==> config.mk <==
export PLATFORM = sky130hd
export DESIGN_NAME = rf_write_arbiter
export DESIGN_NICKNAME = d
export VERILOG_FILES = /design/src/rtl/rf_write_arbiter.sv
export SDC_FILE = /design/constraint.sdc
export NUM_CORES = 1
export LEC_CHECK = 0
export BUFFER_PORTS_ARGS = -buffer_cell sky130_fd_sc_hd__buf_2
export CORE_ASPECT_RATIO = 0.5
export CORE_MARGIN = 5
export CORE_UTILIZATION = 38
export CTS_CLUSTER_DIAMETER = 200
export CTS_CLUSTER_SIZE = 28
export DETAILED_ROUTE_END_ITERATION = 12
export PLACE_DENSITY = 0.6
export SYNTH_ARGS = -nofsm -noshare
export SYNTH_HDL_FRONTEND = slang
export SYNTH_SLANG_ARGS = --single-unit
==> constraint.sdc <==
create_clock -name clk -period 1.9 [get_ports clk]
set_clock_uncertainty 0.15 [all_clocks]
set_input_delay 0.475 -clock clk [delete_from_list [all_inputs] [get_ports clk]]
set_output_delay 0.475 -clock clk [all_outputs]
set_load 0.02 [all_outputs]
==> src/rtl/rf_write_arbiter.sv <==
// Round-robin arbiter for the single register-file write port (A/B) plus a NUM_REGS-cycle clear-all sequencer.
// Latency: 1 cycle from sampled req to gnt/rf_write_*; backpressure: requesters hold req/sel/data until gnt, and wait through CLEAR.
module rf_write_arbiter #(
  parameter int DATA_W   = 8,
  parameter int NUM_REGS = 4,
  localparam int SEL_W   = $clog2(NUM_REGS)
) (
  input  logic              clk,
  input  logic              reset,
  input  logic              a_req,
  input  logic [SEL_W-1:0]  a_sel,
  input  logic [DATA_W-1:0] a_data,
  output logic              a_gnt,
  input  logic              b_req,
  input  logic [SEL_W-1:0]  b_sel,
  input  logic [DATA_W-1:0] b_data,
  output logic              b_gnt,
  input  logic              clr_req,
  output logic              busy,
  output logic [7:0]        conflict_cnt,
  output logic              rf_write_en,
  output logic [SEL_W-1:0]  rf_write_sel,
  output logic [DATA_W-1:0] rf_input_data
);

  typedef enum logic {IDLE, CLEAR} state_t;

  localparam logic LAST_A = 1'b0;
  localparam logic LAST_B = 1'b1;

  state_t            state, state_n;
  logic [SEL_W-1:0]  clr_idx, clr_idx_n;
  logic              last, last_n;
  logic              a_gnt_n, b_gnt_n, busy_n, we_n;
  logic [SEL_W-1:0]  sel_n;
  logic [DATA_W-1:0] data_n;
  logic [7:0]        cnt_n;
  logic              a_el, b_el, win_a, win_b;

  // A request whose grant is showing this cycle has already been served.
  assign a_el  = a_req & ~a_gnt;
  assign b_el  = b_req & ~b_gnt;
  assign win_a = a_el & (~b_el | (last == LAST_B));
  assign win_b = b_el & ~win_a;

  always_ff @(posedge clk or negedge reset) begin
    if (!reset) begin
      state         <= IDLE;
      clr_idx       <= '0;
      last          <= LAST_B;
      a_gnt         <= 1'b0;
      b_gnt         <= 1'b0;
      busy          <= 1'b0;
      conflict_cnt  <= 8'h00;
      rf_write_en   <= 1'b0;
      rf_write_sel  <= '0;
      rf_input_data <= '0;
    end else begin
      state         <= state_n;
      clr_idx       <= clr_idx_n;
      last          <= last_n;
      a_gnt         <= a_gnt_n;
      b_gnt         <= b_gnt_n;
      busy          <= busy_n;
      conflict_cnt  <= cnt_n;
      rf_write_en   <= we_n;
      rf_write_sel  <= sel_n;
      rf_input_data <= data_n;
    end
  end

  always_comb begin
    state_n   = state;
    clr_idx_n = clr_idx;
    last_n    = last;
    a_gnt_n   = 1'b0;
    b_gnt_n   = 1'b0;
    busy_n    = 1'b0;
    we_n      = 1'b0;
    sel_n     = rf_write_sel;
    data_n    = rf_input_data;
    // Contention is tallied whenever both requesters are asking, independent of FSM state.
    cnt_n     = (a_req && b_req && conflict_cnt != 8'hFF) ? conflict_cnt + 8'd1 : conflict_cnt;

    if (state == IDLE && clr_req) begin
      state_n   = CLEAR;
      clr_idx_n = '0;
      busy_n    = 1'b1;
      we_n      = 1'b1;
      sel_n     = '0;
      data_n    = '0;
    end else if (state == CLEAR && clr_idx != SEL_W'(NUM_REGS - 1)) begin
      clr_idx_n = clr_idx + 1'b1;
      busy_n    = 1'b1;
      we_n      = 1'b1;
      sel_n     = clr_idx + 1'b1;
      data_n    = '0;
    end else begin
      // The edge ending the last clear write already arbitrates, so requests never lose a cycle.
      state_n = IDLE;
      a_gnt_n = win_a;
      b_gnt_n = win_b;
      if (win_a || win_b) begin
        we_n   = 1'b1;
        sel_n  = win_a ? a_sel : b_sel;
        data_n = win_a ? a_data : b_data;
        last_n = win_b;
      end
    end
  end

endmodule

# Yosys cells after proc, flatten, opt, wreduce, memory -nomap -nowiden
# Cells that the tools add are included.
[op_classes]
add_sub_neg = 2
bitwise = 12
mux = 21
eq_ne = 3
n_reduce_logical = 8
[op_table]
columns = ["op", "count"]
rows = [
  ["8-bit two-way mux", 4],
  ["2-bit two-way mux", 6],
  ["1-bit two-way mux", 11],
  ["8-bit by 1-bit adder with 8-bit output, second input constant", 1],
  ["8-bit != test, second input constant", 1],
  ["1-bit NOT", 7],
  ["1-bit AND", 4],
  ["1-bit logical AND", 4],
  ["2-bit != test, second input constant", 2],
  ["3-bit AND reduction", 1],
  ["3-bit nonzero test", 1],
  ["2-bit by 1-bit adder with 2-bit output, second input constant", 1],
  ["2-bit nonzero test", 1],
  ["1-bit logical OR", 1],
  ["1-bit bitwise OR", 1],
]
[word_totals]
ff_bits = 26
out_inout_bits = 22
inputBits = 25

# Logic depth before layout (Yosys ltp)
[logic_depth]
depth_word = 11
depth_mapped = 5
ltp_nobuf = 5

# Least setup slack after synthesis
# OpenSTA, ideal clock, no wires.
[synth_timing]
path_type = "register to register"
startpoint = "reg conflict_cnt[0]"
endpoint = "reg conflict_cnt[1]"
stages_incl_launch_ff = 5
slack_ps = 217
period_less_slack_ps = 1683
arrival_time_ps = 1408
setup_time_ps = 125
required_ps = 1625
path_cell_list = "dfrtp_1 -> ha_1 -> and3_1 -> a21o_1 -> mux2_2"
[synth_via]
elab_chain_len = 2
[synth_lines]
columns = ["element", "line", "rtl"]
rows = [
  ["start: declaration", "20", "output logic [7:0] conflict_cnt,"],
  ["start signal: assignment", "65", "conflict_cnt <= cnt_n;"],
  ["branches (longest 2 deep; another with 8-bit by 1-bit adder with 8-bit output)", "-", ""],
]
# Parallel ways; which one is timed is not known.
# A chain may end at the register's enable or synchronous reset.

# Worst setup path after layout
[layout_timing]
startpoint = "reg clr_idx[0]"
endpoint = "reg a_gnt"
[layout_via]
elab_chain_len = 4
[layout_lines]
columns = ["element", "line", "rtl"]
rows = [
  ["start: declaration", "32", "logic [SEL_W-1:0] clr_idx, clr_idx_n;"],
  ["start signal: assignment", "60", "clr_idx <= clr_idx_n;"],
  ["2-bit != test", "92", "end else if (state == CLEAR && clr_idx != SEL_W'(NUM_REGS - 1)) begin"],
  ["1-bit logical AND", "92", ""],
  ["1-bit two-way mux", "92", ""],
  ["1-bit two-way mux", "85", "if (state == IDLE && clr_req) begin"],
  ["via a_gnt_n", "34", "logic a_gnt_n, b_gnt_n, busy_n, we_n;"],
  ["end signal: assignment", "62", "a_gnt <= a_gnt_n;"],
  ["end: declaration", "13", "output logic a_gnt,"],
]
# The timed path passes the listed nets, and every way through them passes these cells.

==> reports/metrics.csv <==
metric;value;unit
ys_types;42;
postPlaceCellArea;1722;sq um
antenna_found_initial;0;
pwr-share-seq;0.368;
syn_nets;154;
grt_overflow;0;
rows;15;
die_w;96.15;microns
synth_top_area_share;0.4437;
min_period;1765;ps
rsz0062_at_grt;false;
finalPower;2.574;mW
dr.pass1.iters;4;
p_leak;0.8261;nW
track_usage;0.1390;
min_path_type;primary input to async pin;
setup_viol_count_final;0;
hold_viol;0;
cap_violations;0;
cts.sinks;26;
area_growth;26.00;%
clk_pin_slew;90;ps
worstPathArrival;1780;ps
cts_buffer_depth;2;
netlist_top_cells_area;dfrtp_1 (44%), a2111oi_2 (7.5%), nor3_1 (6.0%);
vias_per_cell;5.201;
timing.final.crit_share;0.9287;
grt_pass1_vias;1169;
boundaryPins;47;
end_kind;register;
cp-start-kind;register;
yosysTopAreaCell;dfrtp_1;
clk_latency;270;ps
drc;0;
vias;1191;
htree_levels;1;
crit_path_max_fanout;10;
layout.nets;206;
run_status;finished clean;
hpwl;2.490;mm
ys_warn_count;0;
netlist_area;1410;sq um
drive_gt1_frac;0.4382;
slew_headroom;0.6168;
required;1910;ps
path_class;register to register;
fp.dieH;53.08;microns
core-area;3510;sq um
dieArea;5103;sq um
fin_util;0.5062;
peakVddDrop;0.0004458;V
fin_setup_tns;0;ps
worst_pin_slew;574.8;ps
antennaDiodeCount;0;
slew_violations;0;
pre_cts_ws;134.0;ps
combPwrFrac;0.492;
cts_root_buf;clkbuf_8;
wl_per_cell;14.38;microns
cts_setup_buffers;0;
cts_made_buffers;3;
powerDensity;1449;nW/um^2
switching_share;0.4186;
grt_pass1_wl;5.478;mm
ys_seq_elements;26;
cts_tree;built;
port_buffers;46;
grt_max_degree;27;
wl;3.292;mm
initial_core_util;0.4018;
drt-initial-drc-count;57;
syn_area_per_cell;11.10;sq um
fmaxAchievable;566.7;MHz
fin_ws;135.4;ps
synth-seq-area-share;0.4623;
final_cell_area;1777;sq um
gp_congestion;0.7693;
postSynthCellCount;127;
clkPwrFrac;0.140;
cts_resized;0;
p_int;1.496;mW
antenna_left;0;
p_switching;1.077;mW
cts_hold_buf;0;
power by group through the flow:
stage,registers (mW),clock network [mW],logic [mW]
finish,0.947,0.359,1.27
global route,0.986,0.392,1.39
CTS,0.949,0.373,1.28
detailed placement,0.961,0,1.27
global placement,0.961,0,1.27
floorplan,1.15,0,0.683
synth_stat cells, drive strengths merged:
cell type and n:
and2b 2, inv 5, a21o 1, and3b 1, a21boi 1, nand2b 4
o32ai 2, nor2 3, a2111oi 8, o22ai 3, a22o 2, or3b 1
dfstp 1, ha 2, dfrtp 25, xnor2 3, nor3 17, nand3b 1
and2 1, nand4 2, o21ai 1, and4 1, or2 1, nor3b 1
xor2 3, a21oi 9, buf 7, nand3 3, o21bai 1, a211oi 3
o221a 2, and3 2, nand2 1, a22oi 2, nor4b 1, mux2 2
a31oi 1, a32o 1
logic make-up (layout without fill, tap and decap cells):
| kind of cell | Yosys count | in the layout | share of synthesized area |
|---|---|---|---|
| simple gates | 42 | 42 | 0.1828 |
| compound gates | 37 | 37 | 0.2405 |
| flops | 26 | 26 | 0.4623 |
| buf+inv | 12 | 63 | 0.04347 |
| xor+xnor | 6 | 6 | 0.03727 |
| fa+ha+maj | 2 | 2 | 0.01774 |
| mux | 2 | 2 | 0.01597 |
path summary, 6_finish.rpt:
check	start	endpoint	slack, ps	depth (start not counted)
max	clr_idx[0]$_DFFE_PN0P_	a_gnt$_DFF_PN0_	140	5
min	reset	rf_input_data[3]$_DFFE_PN0P_	30	1
max reg2reg	clr_idx[0]$_DFFE_PN0P_	a_gnt$_DFF_PN0_	140	5
min reg2reg	conflict_cnt[6]$_DFFE_PN0P_	conflict_cnt[6]$_DFFE_PN0P_	370	1
max in group asynchronous	reset	conflict_cnt[3]$_DFFE_PN0P_	1180	1
min in group clk	conflict_cnt[6]$_DFFE_PN0P_	conflict_cnt[6]$_DFFE_PN0P_	370	1
stage by stage:
step | cells | hold WS [ps]
6_report | 229 | 34.25
5_1_grt | 229 | 80.21
4_1_cts | 229 | 56.77
3_5_place_dp | 225 | 349.7
3_3_place_gp | 225 | 347.9
2_1_floorplan | 127 | 29.41
final cells by class:
| type | instances | area [sq um] |
|---|---|---|
| clock buffer | 4 | 55.05 |
| fill | 340 | 1733 |
| inverter | 5 | 18.77 |
| multi-input combinational | 89 | 696.9 |
| sequential | 26 | 651.9 |
| tap | 51 | 63.81 |
| timing repair buffer | 54 | 290.3 |
worst max-delay path, cell delays in order (launching register included):
cell	delay (ps)
dfrtp_1	420
ha_1	220
and2_1	200
or2_2	340
inv_2	240
nor2_1	80
routing by layer:
| metal | vias to the layer above | track usage | part of all wire |
|---|---|---|---|
| met5 | - | 0 | 0 |
| met4 | 0 | 0.04245 | 0.011 |
| met1 | 578 | 0.1730 | 0.48 |
| li1 | 588 | - | - |
| met2 | 21 | 0.2400 | 0.47 |
| met3 | 4 | 0.03267 | 0.034 |
cell usage in the layout, fill, tap and decap left out, drive strengths merged, types with 2 or more instances in the layout:
master	count
a2111oi	8
a211oi	3
a21oi	9
a22o	2
a22oi	2
and2b	2
and3	2
buf	54
clkbuf	4
dfrtp	25
ha	2
inv	5
mux2	2
nand2b	4
nand3	3
nand4	2
nor2	3
nor3	17
o221a	2
o22ai	3
o32ai	2
xnor2	3
xor2	3
sequential cells by signal, summed over array words and instances (netlist names):
register and cells:
a_gnt 1, b_gnt 1, busy 1, clr_idx 2, conflict_cnt 8, last 1
rf_input_data 8, rf_write_en 1, rf_write_sel 2, state 1
Power figures use the tool's default switching activity.
